===== src/rtl/alu_arbiter.sv =====
// alu_arbiter: round-robin arbiter sharing one external combinational ALU
// between two requesters. One operation in flight at a time: IDLE grants,
// EXEC captures the ALU result, RESP holds it until the owner takes it.
module alu_arbiter #(
    parameter int SIZE = 32
) (
    input  logic            clk,
    input  logic            rst_n,
    // requester 0
    input  logic            req_valid_0,
    output logic            req_ready_0,
    input  logic [SIZE-1:0] req_a_0,
    input  logic [SIZE-1:0] req_b_0,
    input  logic [2:0]      req_func_0,
    output logic            rsp_valid_0,
    input  logic            rsp_ready_0,
    output logic [SIZE-1:0] rsp_data_0,
    output logic            rsp_zero_0,
    // requester 1
    input  logic            req_valid_1,
    output logic            req_ready_1,
    input  logic [SIZE-1:0] req_a_1,
    input  logic [SIZE-1:0] req_b_1,
    input  logic [2:0]      req_func_1,
    output logic            rsp_valid_1,
    input  logic            rsp_ready_1,
    output logic [SIZE-1:0] rsp_data_1,
    output logic            rsp_zero_1,
    // shared ALU
    output logic [SIZE-1:0] alu_a,
    output logic [SIZE-1:0] alu_b,
    output logic [2:0]      alu_func,
    input  logic [SIZE-1:0] alu_out,
    input  logic            alu_zero
);

    typedef enum logic [1:0] {
        IDLE = 2'd0,
        EXEC = 2'd1,
        RESP = 2'd2
    } state_t;

    state_t          state_q, state_d;
    logic            prio_q;
    logic            owner_q;
    logic [SIZE-1:0] a_q, b_q, res_q;
    logic [2:0]      func_q;
    logic            zero_q;

    logic            grant_sel_c;
    logic            accept_c;

    // Round-robin pick: a lone requester wins, a tie goes to the priority holder
    always_comb begin
        grant_sel_c = prio_q;
        if (req_valid_0 && req_valid_1) begin
            grant_sel_c = prio_q;
        end else if (req_valid_1) begin
            grant_sel_c = 1'b1;
        end else begin
            grant_sel_c = 1'b0;
        end
    end

    // Next-state and handshake outputs; everything is gated off while in reset
    always_comb begin
        state_d     = state_q;
        accept_c    = 1'b0;
        req_ready_0 = 1'b0;
        req_ready_1 = 1'b0;
        rsp_valid_0 = 1'b0;
        rsp_valid_1 = 1'b0;
        case (state_q)
            IDLE: begin
                if (rst_n && (req_valid_0 || req_valid_1)) begin
                    accept_c    = 1'b1;
                    req_ready_0 = ~grant_sel_c;
                    req_ready_1 = grant_sel_c;
                    state_d     = EXEC;
                end
            end
            EXEC: begin
                state_d = RESP;
            end
            RESP: begin
                rsp_valid_0 = rst_n & ~owner_q;
                rsp_valid_1 = rst_n & owner_q;
                if (owner_q ? rsp_ready_1 : rsp_ready_0) begin
                    state_d = IDLE;
                end
            end
            default: begin
                state_d = IDLE;
            end
        endcase
    end

    // State, priority, operand latch and result capture
    always_ff @(posedge clk) begin
        if (!rst_n) begin
            state_q <= IDLE;
            prio_q  <= 1'b0;
            owner_q <= 1'b0;
            a_q     <= '0;
            b_q     <= '0;
            func_q  <= 3'd0;
            res_q   <= '0;
            zero_q  <= 1'b0;
        end else begin
            state_q <= state_d;
            if (accept_c) begin
                owner_q <= grant_sel_c;
                prio_q  <= ~grant_sel_c;
                a_q     <= grant_sel_c ? req_a_1 : req_a_0;
                b_q     <= grant_sel_c ? req_b_1 : req_b_0;
                func_q  <= grant_sel_c ? req_func_1 : req_func_0;
            end
            if (state_q == EXEC) begin
                res_q  <= alu_out;
                zero_q <= alu_zero;
            end
        end
    end

    // Both requesters see the captured result; rsp_valid says whose it is
    assign rsp_data_0 = res_q;
    assign rsp_data_1 = res_q;
    assign rsp_zero_0 = zero_q;
    assign rsp_zero_1 = zero_q;

    assign alu_a    = a_q;
    assign alu_b    = b_q;
    assign alu_func = func_q;

endmodule

===== config.mk =====
export PLATFORM = sky130hd
export DESIGN_NAME = alu_arbiter
export DESIGN_NICKNAME = d
export VERILOG_FILES = /design/src/rtl/alu_arbiter.sv
export SDC_FILE = /design/constraint.sdc
export NUM_CORES = 1
export LEC_CHECK = 0
export BUFFER_PORTS_ARGS = -buffer_cell sky130_fd_sc_hd__buf_4
export CAP_MARGIN = 15
export CORE_AREA = 5 5 116 118
export CTS_CLUSTER_DIAMETER = 60
export DETAILED_ROUTE_END_ITERATION = 7
export DIE_AREA = 0 0 121 123
export MAX_ROUTING_LAYER = met4
export PLACE_DENSITY_LB_ADDON = 0.12
export SLEW_MARGIN = 20
export SYNTH_ARGS = -nofsm -noshare
export SYNTH_HDL_FRONTEND = slang
export SYNTH_SLANG_ARGS = --single-unit

===== constraint.sdc =====
create_clock -name clk -period 2.7 [get_ports clk]
set_input_delay 0.405 -clock clk [delete_from_list [all_inputs] [get_ports clk]]
set_output_delay 0.405 -clock clk [all_outputs]
set_load 0.05 [all_outputs]

== Yosys cells after proc, flatten, opt, wreduce, memory -nomap -nowiden ==
Cells that the tools add are included.
Cells by class
  reduce and logical (&&, ||, !) cells: 5
  order comparisons: 0
  add/subtract/negate cells: 0
  divide/modulo/power cells: 0
  bitwise logic cells: 4
  muxes and demuxes: 17
  shift-type cells: 0
  equal/unequal tests: 4
  multipliers: 0
Operators with widths (count)
  $mux 32: 2
  $mux 1: 11
  $pmux 2 s3: 1
  $mux 2: 2
  $ne 2x2->1 const B: 2
  $mux 3: 1
  $and 1x1->1: 2
  $eq 2x1->1 const B: 1
  $eq 2x2->1 const B: 1
  $logic_and 1x1->1: 2
  $logic_not 2->1: 1
  $not 1->1: 2
  $reduce_and 2->1: 1
  $logic_or 1x1->1: 1
Word-level totals
  RAM bits: 0
  bits of input ports: 173
  latch bits: 0
  bits in read-only memories: 0
  output and inout port bits: 137
  memories: 0
  word-level logic and storage cells: 38
  register bits: 104

== Logic depth before layout (Yosys ltp) ==
  depth in word-level cells: 5
  mapped depth: 7
  gate-level depth less buffers: 3

== Worst setup path before layout ==
No wires, ideal clock.
  path type: input to output
  start: input port rst_n
  end: output port req_ready_1
  buffers on the path: 2
  cell stages on the path: 4
  path slack: 0.605 ns
  data required time: 2.295 ns
  data arrival time: 1.690 ns
  path through: or3b_1 buf_2 buf_6 nor3b_2
Between the ends
  cells in the longest elaborated chain, start to end: 3
Ends and longest elaborated chain
  from (decl): line 8  | input logic rst_n,
  $logic_and 1x1->1: line 75  | if (rst_n && (req_valid_0 || req_valid_1)) begin
  $mux 1: line 75
  $mux 1: line 73  | case (state_q)
  to (decl): line 21  | output logic req_ready_1,
Every way passes these cells.

== Worst setup path after layout ==
  start: register state_q[1]
  end: output port req_ready_1
Between the ends
  cells in the longest elaborated chain, start to end: 2
Ends and longest elaborated chain
  from (decl): line 43  | state_t state_q, state_d;
  from (signal assigned): line 110  | state_q <= state_d;
  $logic_not 2->1: line 73
  $mux 1: line 73
Every way passes these cells.

==> results.cfg <==
[outcome]
outcome = finished, final reports clean

[setup_path]
cp.required_ns = 2.30
crit_fanout = 7
critical_path_class = flop to output port
worstSetupStartpointType = flop
cp.arrival_ns = 1.69
end_kind = output port

[pwr]
cellLeakagePower_uw = 0.00322
power_density_nw_per_um2 = 645
ir_drop_v = 0.000292
total_power_uw = 4460

[grt]
antenna_found_initial = 0
grt_max_degree = 69
grt_usage_pct = 20.5
grt_pass1_wl_mm = 23.6
grt_pass1_vias = 4558
gr-total-overflow = 0

[die]
fp.coreArea_um2 = 12400
ioPinCount = 310
dieArea_um2 = 14900
die_h_um = 123
die_x_um = 121
row_count = 41
initial_core_util_pct = 36.6

[placed_design]
io_buffer_count = 309
dp_hpwl_mm = 11.8
gp_congestion = 0.835
place_area_um2 = 6670

[synthesis]
netlist_instances = 511
ys_warn_count = 0
synth_sequential_area_ratio_pct = 46.1
yosysMostFrequentCell = nand2_1
synth_top_area_cell = dfxtp_1
synth_compound_area_share_pct = 21.2
synth-xor-area-share_pct = 0
async_flop_share_pct = 0
synthesis.area_um2 = 4520
synth_top_area_share_pct = 46.1
synthSimpleGateAreaFrac_pct = 21.5
synth_cell_types = 23
synth_edf_count = 0
synth_commonest_cells = nand2_1, dfxtp_1, a221o_1
syn_nets = 684
ys.flop_type = dfxtp_1
synth_area_leaders = dfxtp_1, a221o_1, nand2_1
synthMuxAreaShare_pct = 0.221
synth-seq-cells = 104
avgSynthCellArea_um2 = 8.84
synth_fa_ha_area_share_pct = 0
synth_top_family_by_area = simple AND/OR/NAND/NOR gates

[clock_network]
cts.sinks = 104
max-clock-path-buffers = 2
numCtsBuffers = 9
cts_tree = built
clock_latency_ns = 0.33
htreeDepth = 3
cts_setup_buffers = 0
hold_buffers = 0
postCtsResizedCells = 0
root_buffer = clkbuf_16
path_clk_slew_ns = 0.06

[run]
max-cap-violations = 0

[timing]
setup_viol = 0
min_period_over_period_pct = 77.5
max-slew-margin-rel_pct = 54.2
drv_slew = 0
setup_tns_ns = 0
fin_worst_skew_ns = 0.00661
fin_crit_ns = 2.09
hold_viol = 0
whs_ns = 0.290
worstMarginPinSlew_ns = 0.687
fmax_mhz = 478
rsz0062_at_grt = no

[worst_hold_path]
hold_class = input port to flop

[detailed_routing]
postRouteWirelength_mm = 15.9
first_pass_iters = 4
vias_per_cell = 5.06
drc = 0
vias = 4720
avgRoutedWirePerCell_um = 17.1
antenna_left = 0
detail_route.iter0.violations = 249

[finish]
final_util_pct = 56.0
fin_nets = 931
drive_above_1_share_pct = 45.5
antenna_cells = 0
syn2layout_area_growth_pct = 53.2
design_area_um2 = 6920
[cells by family after synthesis]
logic type | after synthesis
compound gates | 106
flops | 104
mux | 1
simple gates | 216
buf+inv | 84
[routing by layer]
metal | share of wire [%] | track usage, % | wire length (µm)
met1 | 39 | 23.6 | 6170
met2 | 51 | 34.9 | 8120
met3 | 7.9 | 4.53 | 1260
met4 | 2.5 | 8.00 | 394
met5 | 0 | - | 0
[registers in the layout, indices dropped and copies added, names as in the netlist]
register and cells:
alu_a 32, alu_b 32, alu_func 3, owner_q 1, prio_q 1, rsp_data_0 32, rsp_zero_0 1, state_q 2
[layout by cell type, fill, tap and decap left out, drive strengths merged]
master / instances
a221o: 67
a21oi: 2
buf: 320
clkinv: 1
nor2: 5
nor3b: 1
o31ai: 1
and4: 1
and3: 1
o31a: 1
nand2b: 1
nor2b: 4
mux2i: 1
a21boi: 34
nand2: 135
clkbuf: 13
or3b: 1
nor3: 67
o21a: 1
dfxtp: 104
[worst max-delay path: stages, from the launching register on]
cell and delay (ns):
dfxtp_1 0.36, or3b_2 0.54, nor3b_2 0.21, buf_4 0.24
[through the flow]
step,worst slack [ns],instances
6_report,0.607,933
5_1_grt,0.479,933
4_1_cts,0.567,933
3_5_place_dp,0.848,919
3_3_place_gp,0.844,919
2_1_floorplan,0.605,511
[final cells by class]
| type | instances | area [µm²] |
|---|---|---|
| Tap cell | 172 | 215 |
| Sequential cell | 104 | 2080 |
| Fill cell | 1162 | 5440 |
| Timing Repair Buffer | 320 | 2410 |
| Multi-Input combinational cell | 323 | 1960 |
| Clock inverter | 1 | 5.00 |
| Clock buffer | 13 | 250 |
[final timing paths]
check,to,startpoint,cells past startpoint,slack [ns]
hold reg to reg,rsp_data_0[19]$_SDFFE_PN0N_,rsp_data_0[19]$_SDFFE_PN0N_,2,0.48
setup / recovery,req_ready_1,state_q[1]$_SDFFE_PN0P_,3,0.61
setup reg to reg,alu_a[16]$_SDFFE_PN0P_,state_q[1]$_SDFFE_PN0P_,4,0.95
hold / removal,alu_a[29]$_SDFFE_PN0P_,req_a_0[29],2,0.29
[power breakdown]
part	internal, µW	switching (µW)	leakage (µW)	total, µW
Combinational	534	980	0.00224	1510
Sequential	1680	102	0.000855	1790
Clock	640	524	0.000126	1160
Total	2860	1610	0.00322	4460
Note: power is estimated with default switching activity, not from simulation.
